**src/rtl/sysid_if.sv**
```systemverilog
// sysid_if: Avalon-MM control-slave bus of the sysid register bank
interface sysid_if;
    logic [2:0]  address;
    logic        read;
    logic        write;
    logic [31:0] writedata;
    logic [31:0] readdata;
    logic        readdatavalid;
    modport master (output address, read, write, writedata, input readdata, readdatavalid);
    modport slave  (input address, read, write, writedata, output readdata, readdatavalid);
endinterface

```
**src/rtl/sysid_regfile.sv**
```systemverilog
// sysid_regfile: read-latency-1 Avalon-MM ID/timestamp/caps/scratch bank; SYSID_UPTIME_EN adds the 64-bit uptime counter
module sysid_regfile #(
    parameter logic [31:0] ID_VALUE  = 32'h0000_0000,
    parameter logic [31:0] TIMESTAMP = 32'd1519049163,
    parameter int          SCRATCH_N = 2,
    parameter int          TICK_DIV  = 50000000
) (
    input  logic clock,
    input  logic reset_n,
    sysid_if.slave bus
);
`ifdef SYSID_UPTIME_EN
    localparam logic UP = 1'b1;
`else
    localparam logic UP = 1'b0;
`endif
    localparam logic [31:0] CAPS = {UP, 23'd0, 4'(SCRATCH_N), 4'h2};
    logic [31:0] readdata_q, readdata_d, rdata;
    logic        readdatavalid_q, readdatavalid_d;
    logic [31:0] scratch_q [2];
    logic [31:0] scratch_d [2];
    logic        wr;
`ifdef SYSID_UPTIME_EN
    localparam int PW = $clog2(TICK_DIV);
    logic [PW-1:0] presc_q, presc_d;
    logic [63:0]   uptime_q, uptime_d;
    logic [31:0]   shadow_q, shadow_d;
    logic          wrap;
`endif
    // a read in the same cycle wins over the write
    assign wr = bus.write && !bus.read;
    assign bus.readdata = readdata_q;
    assign bus.readdatavalid = readdatavalid_q;
    always_comb begin
        rdata = '0;
        case (bus.address)
            3'd0: rdata = ID_VALUE;
            3'd1: rdata = TIMESTAMP;
            3'd2: rdata = CAPS;
`ifdef SYSID_UPTIME_EN
            3'd3: rdata = uptime_q[31:0];
            3'd4: rdata = shadow_q;
`endif
            3'd5: rdata = SCRATCH_N > 0 ? scratch_q[0] : '0;
            3'd6: rdata = SCRATCH_N > 1 ? scratch_q[1] : '0;
            default: rdata = '0;
        endcase
        readdata_d = bus.read ? rdata : readdata_q;
        readdatavalid_d = bus.read;
        scratch_d[0] = (wr && bus.address == 3'd5 && SCRATCH_N > 0) ? bus.writedata : scratch_q[0];
        scratch_d[1] = (wr && bus.address == 3'd6 && SCRATCH_N > 1) ? bus.writedata : scratch_q[1];
    end
    always_ff @(posedge clock or negedge reset_n) begin
        if (!reset_n) begin
            readdata_q      <= '0;
            readdatavalid_q <= 1'b0;
            scratch_q[0]    <= '0;
            scratch_q[1]    <= '0;
        end else begin
            readdata_q      <= readdata_d;
            readdatavalid_q <= readdatavalid_d;
            scratch_q[0]    <= scratch_d[0];
            scratch_q[1]    <= scratch_d[1];
        end
    end
`ifdef SYSID_UPTIME_EN
    // shadow takes the pre-edge high word so {shadow, LO readdata} is one coherent sample
    always_comb begin
        wrap     = presc_q == PW'(TICK_DIV - 1);
        presc_d  = wrap ? '0 : presc_q + 1'b1;
        uptime_d = wrap ? uptime_q + 64'd1 : uptime_q;
        shadow_d = (bus.read && bus.address == 3'd3) ? uptime_q[63:32] : shadow_q;
        if (wr && bus.address == 3'd3) begin
            presc_d  = '0;
            uptime_d = '0;
        end
    end
    always_ff @(posedge clock or negedge reset_n) begin
        if (!reset_n) begin
            presc_q  <= '0;
            uptime_q <= '0;
            shadow_q <= '0;
        end else begin
            presc_q  <= presc_d;
            uptime_q <= uptime_d;
            shadow_q <= shadow_d;
        end
    end
`endif
endmodule

```
**src/flat_wrapper.sv**
```systemverilog
// flat-port wrapper written by rule: the top's interface ports become plain ports
module sysid_regfile_flat 
#(
    parameter logic [31:0] ID_VALUE  = 32'h0000_0000,
    parameter logic [31:0] TIMESTAMP = 32'd1519049163,
    parameter int          SCRATCH_N = 2,
    parameter int          TICK_DIV  = 50000000
)
  (clock, reset_n, bus_address, bus_read, bus_write, bus_writedata, bus_readdata, bus_readdatavalid);
  sysid_if bus_i ();
  input  logic clock;
  input  logic reset_n;
  input wire logic [$bits(bus_i.address)-1:0] bus_address;
  input wire logic [$bits(bus_i.read)-1:0] bus_read;
  input wire logic [$bits(bus_i.write)-1:0] bus_write;
  input wire logic [$bits(bus_i.writedata)-1:0] bus_writedata;
  output wire logic [$bits(bus_i.readdata)-1:0] bus_readdata;
  output wire logic [$bits(bus_i.readdatavalid)-1:0] bus_readdatavalid;
  assign bus_i.address = bus_address;
  assign bus_i.read = bus_read;
  assign bus_i.write = bus_write;
  assign bus_i.writedata = bus_writedata;
  assign bus_readdata = bus_i.readdata;
  assign bus_readdatavalid = bus_i.readdatavalid;
  sysid_regfile #(.ID_VALUE(ID_VALUE), .TIMESTAMP(TIMESTAMP), .SCRATCH_N(SCRATCH_N), .TICK_DIV(TICK_DIV)) u_core (.clock(clock), .reset_n(reset_n), .bus(bus_i));
endmodule
```
**config.mk**
```make
export PLATFORM = sky130hd
export DESIGN_NAME = sysid_regfile_flat
export DESIGN_NICKNAME = d
export VERILOG_FILES = /design/src/rtl/sysid_if.sv /design/src/rtl/sysid_regfile.sv /design/src/flat_wrapper.sv
export SDC_FILE = /design/constraint.sdc
export NUM_CORES = 1
export LEC_CHECK = 0
export ABC_CLOCK_PERIOD_IN_PS = 1500
export BUFFER_PORTS_ARGS = -buffer_cell sky130_fd_sc_hd__buf_2
export CAP_MARGIN = 20
export CORE_AREA = 2 2 108 110
export CTS_CLUSTER_SIZE = 12
export DETAILED_ROUTE_END_ITERATION = 16
export DIE_AREA = 0 0 110 112
export PLACE_DENSITY = 0.56
export SYNTH_ARGS = -nofsm -noshare
export SYNTH_HDL_FRONTEND = slang
export SYNTH_SLANG_ARGS = --single-unit
export TNS_END_PERCENT = 20
```
**constraint.sdc**
```tcl
create_clock -name clock -period 1.5 [get_ports clock]
set_clock_uncertainty 0.2 [all_clocks]
set_input_delay 0.3 -clock clock [delete_from_list [all_inputs] [get_ports clock]]
set_output_delay 0.3 -clock clock [all_outputs]
set_load 0.05 [all_outputs]
```
==> flow_summary.yaml, run 1 <==
synth:
  synth_cells: 309
  synth.area.top_cells: "dfrtp_1 (56%), mux2_4 (21%), a22oi_1 (5.3%), o22ai_1 (4.6%), inv_1 (2.9%)"
  synth_cell_types: 21
  yosys_warnings: 0
  ys_seq_area_share_pct: 55.80
  yosysTopAreaCell: "dfrtp_1"
  synth_seq_cells: 97
  netlist.area_leader.share_pct: 55.80
  syn_avg_cell_area_sq_um: 14.08
  syn-num-nets: 350
  syn_area_sq_um: 4350
worst_setup_path:
  endpoint_kind: "primary output"
  worstPathRequired_ps: 1000
  path_buf_inv: 1
  cp_slowest_stage_delay_ps: 360
  arrival_ps: 970
  cp-start-kind: "flip-flop"
  reg2reg_depth: 3
  crit_chain: "buf_2"
  path_max_fanout: 2
  reg2reg_slack_ps: 280
  crit_family: "flip-flops"
  cp.depth: 1
  path_class: "flip-flop to primary output"
  slowest_stage: "dfrtp_1"
worst_hold_path:
  hold_path_class: "input port to flip-flop"
  min_path_cells: 2
timing:
  relSlewSlack_pct: 72.95
  min_period_ps: 1467
  rsz0062_at_grt: "false"
  layout_worst_path_cycle_share_pct: 97.81
  drv_slew: 0
  setup_viol: 0
  final-hold-violation-count: 0
  holdWs_ps: 9.112
  max_freq_mhz: 681.6
  worst_slew_pin_slew_ps: 405.8
place:
  numPortBuffers: 71
  place_inst: 528
  placed_area_sq_um: 4984
  gp_congestion: 0.7583
  hpwl_um: 6575
finish:
  antenna_cells: 0
  area_delta_synth_final_pct: 21.92
  nNetsFinal: 438
  fin_area_sq_um: 5304
  drive_above_1_share_pct: 45.77
  fillerInstances: 990
  finalNonFillerCells: 545
run_status:
  outcome: "completed"
global_routing:
  grt_pass1_wl_um: 15810
  grtUsageTotal_pct: 17.15
  antenna_found_initial: 0
  grt_pass1_vias: 2915
  grt_max_degree: 68
  grt_overflow_total: 0
clocking:
  cts_buffer_depth: 2
  root_buffer: "clkbuf_16"
  clk_pin_slew_worst_paths_ps: 60
  clock_sinks: 97
  post_cts_buffers: 0
  cts_tree: "done"
  h-tree-depth: 3
  insertion_delay_ps: 340
  cts_buffers: 9
power_and_ir_drop:
  p_leak_uw: 0.002663
  p_per_area_nw_per_um2: 1324
  ir_drop_mv: 0.6795
drt:
  routedWlPerCell_um: 17.52
  ant_nets: 0
  drt_pass1_iterations: 4
  dr.first_iter.drc_count: 77
  routed_wl_um: 9548
  via_count: 2699
  drc_errors: 0
  viasPerCell: 4.952
floorplanning:
  start_util_pct: 38.93
  core_sq_um: 11170
  die_w_um: 110
  dieArea_sq_um: 12320
  io_pins: 72
  rows: 39
  die-height_um: 112
run:
  drv_cap: 0
-- cell type report --
cell class,count,area (sq um),share of cell area [%]
clock buffers,11,242.7,4.577
clock inverters,5,55.05,1.038
inverters,34,135.1,2.548
multi-input cells,155,1624,30.62
flip-flops and latches,97,2427,45.77
well taps,143,178.9,3.373
repair buffers,100,640.6,12.08
-- worst register-to-register path: stages (launching register included) --
cell and delay [ps]:
dfrtp_1 370, or2b_1 220, a22oi_1 200, o22ai_1 100
-- report_power, final --
part           internal [uW]  total (uW)  leakage, uW  switching, uW
Clock                   1330        2290     0.000142            958
Combinational            774        1390      0.00129            621
Sequential              3080        3340      0.00123            261
Total                   5180        7020      0.00266           1840
-- through the flow --
stage,total power (uW),setup TNS (ps),utilization [%],setup slack [ps]
6_report,7024,0,47.46,32.88
5_1_grt,7338,0,47.46,1.683
4_1_cts,7081,0,47.35,4.629
3_5_place_dp,4776,-16010,44.60,-228.3
3_3_place_gp,4732,-14610,44.60,-214.4
2_1_floorplan,4366,-9678,-,-187.4
-- cell families (layout without fill, tap and decap cells) --
group | Yosys count | count (layout) | synth area share (%)
fa+ha+maj | 2 | 2 | 0.5751
flops | 97 | 97 | 55.80
mux | 64 | 64 | 21.74
simple gates | 25 | 25 | 4.573
compound gates | 64 | 64 | 10.15
buf+inv | 57 | 150 | 7.161
-- per-layer routing --
metal | share of wire, % | global-route usage, % | vias up
met5 | 0 | 0 | -
met4 | 1.5 | 6.498 | 0
met3 | 3.9 | 3.396 | 12
met2 | 49 | 26.30 | 43
met1 | 45 | 23.93 | 1379
li1 | - | - | 1265
-- cell usage in the layout (no fill, tap or decap) --
master	Yosys	routed
dfrtp_1	97	97
dlygate4sd3_1	0	1
and2_4	1	1
clkbuf_8	0	1
buf_2	3	65
nand2b_1	15	15
nand3b_1	1	1
clkbuf_16	0	9
nand2_8	1	1
a32oi_1	1	1
clkbuf_1	11	1
ha_1	2	1
or2b_1	5	5
nand3_4	1	1
mux2_4	60	60
a22oi_1	31	31
clkbuf_4	0	5
ha_4	0	1
buf_12	3	4
inv_8	0	1
bufinv_16	0	1
o22ai_1	32	32
mux2_2	4	4
clkinvlp_4	0	2
clkinv_2	0	2
buf_4	1	25
nor2b_4	1	1
inv_1	34	33
-- path summary, 6_finish.rpt --
| check | to | startpoint |
|---|---|---|
| min reg2reg | u_core.scratch_q[57] | u_core.scratch_q[57] |
| max | bus_readdata[8] | u_core.bus.readdata[8] |
| min in group asynchronous | u_core.scratch_q[38] | reset_n |
| max in group asynchronous | u_core.scratch_q[2] | reset_n |
| max reg2reg | u_core.bus.readdata[12] | u_core.scratch_q[44] |
| min | u_core.scratch_q[56] | bus_writedata[24] |
-- cell usage after synthesis --
master,instances
nand2_8,1
inv_1,34
nand3b_1,1
mux2_4,60
buf_6,4
or2b_1,5
dfrtp_1,97
buf_2,3
clkbuf_1,11
and2_4,1
buf_8,1
nand3_4,1
nand2b_1,15
buf_4,1
buf_12,3
a32oi_1,1
o22ai_1,32
ha_1,2
nor2b_4,1
a22oi_1,31
mux2_2,4
-- state kept, by name, summed over array words and instances (netlist names) --
| register | flops |
|---|---|
| u_core.scratch_q | 64 |
| u_core.bus.readdata | 32 |
| u_core.bus.readdatavalid | 1 |
-- repair_timing --
action | 4_1_cts | 5_1_grt
setup endpoints to repair | 0 | 5
endpoints found under the hold margin | 97 | 0
gates resized for setup | 0 | 5
hold buffers | 1 | 0
Power figures use the tool's default switching activity.
==> run 2, diff against run 1 <==
--- a/config.mk
+++ b/config.mk
@@ -5,13 +5,14 @@
 export SDC_FILE = /design/constraint.sdc
 export NUM_CORES = 1
 export LEC_CHECK = 0
+export ABC_AREA = 1
 export ABC_CLOCK_PERIOD_IN_PS = 1500
 export BUFFER_PORTS_ARGS = -buffer_cell sky130_fd_sc_hd__buf_2
 export CAP_MARGIN = 20
-export CORE_AREA = 2 2 108 110
+export CORE_AREA = 2 2 109 111
 export CTS_CLUSTER_SIZE = 12
 export DETAILED_ROUTE_END_ITERATION = 16
-export DIE_AREA = 0 0 110 112
+export DIE_AREA = 0 0 111 113
 export PLACE_DENSITY = 0.56
 export SYNTH_ARGS = -nofsm -noshare
 export SYNTH_HDL_FRONTEND = slang
==> flow_summary.yaml, run 2 <==
run_status:
  outcome: "completed"
power_and_ir_drop:
  p_per_area_nw_per_um2: 1246
  ir_drop_mv: 0.6181
  p_leak_uw: 0.002927
worst_setup_path:
  crit_path_start: "u_core.bus.readdata[30]"
  reg2reg_slack_ps: 510
  r2r-end: "u_core.bus.readdata[1]"
  path_max_fanout: 2
  path_class: "flip-flop to primary output"
  arrival_ps: 970
  rr_startpoint: "u_core.scratch_q[33]"
  cp-start-kind: "flip-flop"
  crit_chain: "buf_2"
  slowest_stage: "dfrtp_1"
  path_buf_inv: 1
  endpoint_kind: "primary output"
  reg2reg_depth: 6
  crit_family: "flip-flops"
  worstPathRequired_ps: 1000
  cp_slowest_stage_delay_ps: 360
global_routing:
  busiest_layer: "met2"
  met3_usage_pct: 2.250
  grt_pass1_vias: 3549
  grt_overflow_total: 0
  grtUsageTotal_pct: 17.20
  antenna_found_initial: 0
  gr-usage-met1_pct: 22.50
  grt_max_degree: 47
  grt_pass1_wl_um: 17310
  grt_util_met2_pct: 29.41
floorplanning:
  die-height_um: 113
  rows: 39
  start_util_pct: 39.28
  dieArea_sq_um: 12540
  die_w_um: 111
  io_pins: 72
  core_sq_um: 11270
timing:
  relSlewSlack_pct: 82.73
  drv_slew: 0
  setup_viol: 0
  setup_tns_ps: 0
  setup_ws_ps: 27.97
  max_freq_mhz: 679.3
  rsz0062_at_grt: "false"
  worst_slew_pin_slew_ps: 259.0
  layout_worst_path_cycle_share_pct: 98.14
  min_period_ps: 1472
  final-hold-violation-count: 0
clocking:
  clock_sinks: 97
  cts_buffers: 9
  cts_buffer_depth: 2
  clk_pin_slew_worst_paths_ps: 60
  cts_tree: "done"
  h-tree-depth: 3
  insertion_delay_ps: 340
  post_cts_buffers: 0
  root_buffer: "clkbuf_16"
synth:
  synth_edf_count: 0
  yosys_warnings: 0
  syn-num-nets: 539
  yosys-top-cells-count: "nand2_1 (198), dfrtp_1 (97), nand3_1 (61), o21ai_2 (40), inv_1 (38)"
  ys_seq_area_share_pct: 54.82
  synth_seq_cells: 97
  yosysTopAreaCell: "dfrtp_1"
  syn_area_sq_um: 4428
  synth.area.top_cells: "dfrtp_1 (55%), nand2_1 (17%), o21ai_2 (7.9%), nand3_1 (6.9%), buf_6 (3.3%)"
  syn_avg_cell_area_sq_um: 8.892
  synth_cells: 498
  synthFlopType: "dfrtp_1"
  async_flop_share_pct: 100.0
  synth_cell_types: 15
  synth.most_common_cell: "nand2_1"
  netlist.area_leader.share_pct: 54.82
drt:
  routedWlPerCell_um: 13.77
  drc_errors: 0
  via_count: 3427
  routed_wl_um: 9898
  viasPerCell: 4.766
  dr.first_iter.drc_count: 195
  drt_pass1_iterations: 5
  ant_nets: 0
finish:
  finalNonFillerCells: 719
  area_delta_synth_final_pct: 20.06
  mostFrequentLayoutCell: "nand2_1"
  fin_area_sq_um: 5316
  drive_above_1_share_pct: 26.74
  nNetsFinal: 614
  largest_reg_flops: 64
  regArea_sq_um: 2427
  fillerInstances: 1134
  final_cell_mix: "nand2_1 (198), dfrtp_1 (97), buf_2 (62), nand3_1 (61), o21ai_2 (40)"
  multiInputGateArea_sq_um: 1609
  antenna_cells: 0
  utilization_pct: 47.16
  regMostFlops: "u_core.scratch_q"
place:
  placed_area_sq_um: 5000
  hpwl_um: 6610
  dp_worst_setup_slack_ps: -76.59
  numPortBuffers: 71
  gp_congestion: 0.7407
  place_inst: 703
worst_hold_path:
  min_to: "u_core.scratch_q[29]"
  hp-start: "bus_writedata[29]"
  hold_path_class: "input port to flip-flop"
  min_path_cells: 3
run:
  drv_cap: 0
## run 2: changes by cell type in the layout (fill, tap and decap cells not counted), sizes merged, moves of 3 or more
| cell | previous run | this run |
|---|---|---|
| or2b | 5 | 0 |
| nand2b | 15 | 0 |
| buf | 94 | 91 |
| o21ai | 0 | 64 |
| a22oi | 31 | 0 |
| inv | 34 | 39 |
| nand2 | 1 | 199 |
| o22ai | 32 | 0 |
| mux2 | 64 | 0 |
| nand3 | 1 | 61 |
## run 2: worst max-delay path by stage
stage | endpoint | slack, ps | cells past startpoint
after global routing | bus_readdata[29] | 0.6 | 1
final | bus_readdata[30] | 30 | 1
after floorplan | u_core.scratch_q[12] | 80 | 7
after CTS | bus_readdata[0] | 1 | 1
after global placement | u_core.bus.readdata[29] | -60 | 8
after detailed placement | u_core.bus.readdata[10] | -80 | 8
## run 2: cell families (layout without fill, tap and decap cells)
group	count (synthesis)	after routing	synth area share (%)
AOI/OAI and AO/OA	64	64	10.62
adders and majority gates	2	2	0.5650
buffers and inverters	72	150	9.070
DFF	97	97	54.82
and+or+nand+nor	263	263	24.92
## run 2: final cells by class
class                      count  area share [%]
tap                          143           3.366
clock inverter                 3          0.8237
timing repair buffer          97           12.76
sequential                    97           45.66
clock buffer                  11           4.377
multi-input combinational    329           30.27
inverter                      39           2.754
## run 2: where the power goes
group	internal [uW]	total (uW)	leakage [uW]	switching (uW)
clock	1270	2180	0.000135	908
combinational	447	1200	0.00153	749
sequential	3030	3250	0.00126	220
total	4750	6630	0.00293	1880
## run 2: stage by stage
stage / hold WS, ps / total power [uW]
detailed placement: 112.9 / 4494
finish: 21.85 / 6626
global route: 33.24 / 7007
floorplan: -195.6 / 4104
global placement: 106.4 / 4452
CTS: 12.65 / 6710
## run 2: timing repair
action / CTS / global route
gates resized for setup: 4 / 4
setup endpoints to repair: 4 / 4
endpoints found under the hold margin: 98 / 0
hold buffers: 2 / 0
pin swaps: 0 / 0
gates cloned: 0 / 0
## run 2: metal layers
| metal | share of wire (%) | vias to the layer above |
|---|---|---|
| met4 | 1.4 | 0 |
| met3 | 2.9 | 9 |
| met1 | 47 | 1632 |
| met5 | 0 | - |
| met2 | 49 | 60 |
| li1 | - | 1726 |
==> run 3, diff against run 2 <==
--- a/config.mk
+++ b/config.mk
@@ -13,6 +13,7 @@
 export CTS_CLUSTER_SIZE = 12
 export DETAILED_ROUTE_END_ITERATION = 16
 export DIE_AREA = 0 0 111 113
+export GPL_TIMING_DRIVEN = 0
 export PLACE_DENSITY = 0.56
 export SYNTH_ARGS = -nofsm -noshare
 export SYNTH_HDL_FRONTEND = slang
==> flow_summary.yaml, run 3 (synthesis gave the netlist of run 2 again) <==
worst_hold_path:
  min_path_cells: 3
  hold_path_class: "input port to flip-flop"
  hp-start: "bus_writedata[16]"
  min_to: "u_core.scratch_q[48]"
worst_setup_path:
  cp-start-kind: "flip-flop"
  worstPathRequired_ps: 1000
  rr_startpoint: "u_core.scratch_q[23]"
  path_max_fanout: 2
  path_buf_inv: 1
  crit_chain: "clkbuf_4"
  reg2reg_slack_ps: 490
  reg2reg_depth: 4
  crit_family: "flip-flops"
  arrival_ps: 960
  r2r-end: "u_core.bus.readdata[23]"
  endpoint_kind: "primary output"
  path_class: "flip-flop to primary output"
  cp_slowest_stage_delay_ps: 400
  slowest_stage: "dfrtp_1"
clocking:
  cts_tree: "done"
  clk_pin_slew_worst_paths_ps: 70
  clock_sinks: 97
  cts_buffer_depth: 2
  insertion_delay_ps: 340
  h-tree-depth: 3
  root_buffer: "clkbuf_16"
  cts_buffers: 9
  post_cts_buffers: 0
drt:
  routedWlPerCell_um: 14.80
  routed_wl_um: 10800
  dr.first_iter.drc_count: 173
  drt_pass1_iterations: 4
  via_count: 3456
  drc_errors: 0
  ant_nets: 0
  viasPerCell: 4.734
global_routing:
  grt_pass1_vias: 3488
  grtUsageTotal_pct: 18.24
  grt_max_degree: 58
  grt_pass1_wl_um: 17920
  antenna_found_initial: 0
  grt_overflow_total: 0
place:
  numPortBuffers: 70
  gp_congestion: 0.7642
  place_inst: 712
  hpwl_um: 7344
  placed_area_sq_um: 4987
finish:
  drive_above_1_share_pct: 27.60
  final_cell_mix: "nand2_1 (198), dfrtp_1 (97), buf_2 (75), nand3_1 (61), o21ai_2 (40)"
  finalNonFillerCells: 730
  antenna_cells: 0
  mostFrequentLayoutCell: "nand2_1"
  regMostFlops: "u_core.scratch_q"
  area_delta_synth_final_pct: 20.12
  nNetsFinal: 623
  fin_area_sq_um: 5319
  largest_reg_flops: 64
floorplanning:
  dieArea_sq_um: 12540
  core_sq_um: 11270
  die_w_um: 111
  start_util_pct: 39.28
  rows: 39
  die-height_um: 113
  io_pins: 72
timing:
  holdWs_ps: 25.74
  relSlewSlack_pct: 65.68
  max_freq_mhz: 682.7
  min_period_ps: 1465
  rsz0062_at_grt: "false"
  worst_slew_pin_slew_ps: 514.8
  layout_worst_path_cycle_share_pct: 97.66
  final-hold-violation-count: 0
  drv_slew: 0
  setup_viol: 0
power_and_ir_drop:
  p_per_area_nw_per_um2: 1251
  ir_drop_mv: 0.6144
  p_leak_uw: 0.002954
run:
  drv_cap: 0
run_status:
  outcome: "completed"
[run 3: cell types whose count changed in the layout (fill, tap and decap cells not counted), moves of 2 or more]
| cell | previous run | this run |
|---|---|---|
| buf_4 | 21 | 6 |
| buf_6 | 0 | 14 |
| buf_2 | 62 | 75 |
| buf_12 | 8 | 0 |
| clkbuf_8 | 0 | 3 |
| ha_1 | 0 | 2 |
| ha_2 | 2 | 0 |
[run 3: worst reg2reg max path, stage by stage (launching register included)]
cell     delay (ps)
dfrtp_1         380
nand3_1          80
nand3_1         100
nand2_1         100
nand2_1          50
[run 3: final cells by class]
class / instances / area [sq um]
fillers: 1170 / 5953
flip-flops and latches: 97 / 2427
multi-input cells: 329 / 1599
repair buffers: 73 / 419.2
clock buffers: 12 / 266.5
plain buffers: 33 / 255.2
well taps: 143 / 178.9
inverters: 39 / 146.4
clock inverters: 4 / 26.28
[run 3: where the power goes]
part,leakage (uW),internal [uW],switching [uW],total [uW]
Clock,0.000145,1260,974,2230
Sequential,0.00126,3030,215,3240
Combinational,0.00155,423,757,1180
[run 3: worst max-delay path by stage]
stage | to | cells past startpoint | startpoint | slack (ps)
2_1_floorplan | u_core.scratch_q[12] | 7 | bus_address[0] | 80
3_3_place_gp | u_core.bus.readdata[19] | 1 | reset_n | -1070
3_5_place_dp | u_core.bus.readdata[23] | 9 | bus_address[1] | -250
4_1_cts | bus_readdata[1] | 1 | u_core.bus.readdata[1] | 5
5_1_grt | bus_readdata[11] | 1 | u_core.bus.readdata[11] | 0.08
6_report | bus_readdata[1] | 1 | u_core.bus.readdata[1] | 40
[run 3: stage by stage]
step	setup TNS, ps	setup slack (ps)	total power [uW]	utilization (%)
after floorplan	0	79.01	4104	-
after global placement	-117830	-1073	4419	43.98
after detailed placement	-15510	-253.9	4468	44.24
after CTS	0	4.823	6710	47.04
after global routing	0	0.08193	7013	47.19
final	0	35.17	6652	47.19
[run 3: what timing repair did]
item,4_1_cts,5_1_grt
gates resized for setup,1,6
setup endpoints to repair,1,45
cloned,0,0
endpoints found under the hold margin,41,0
hold buffers,2,0
[run 3: routing by layer]
layer | up-vias | track usage, % | part of all wire, %
met4 | 0 | 4.667 | 0.78
li1 | 1739 | - | -
met5 | - | 0 | 0
met3 | 9 | 3.964 | 5.4
met2 | 84 | 30.39 | 49
met1 | 1624 | 24.46 | 45
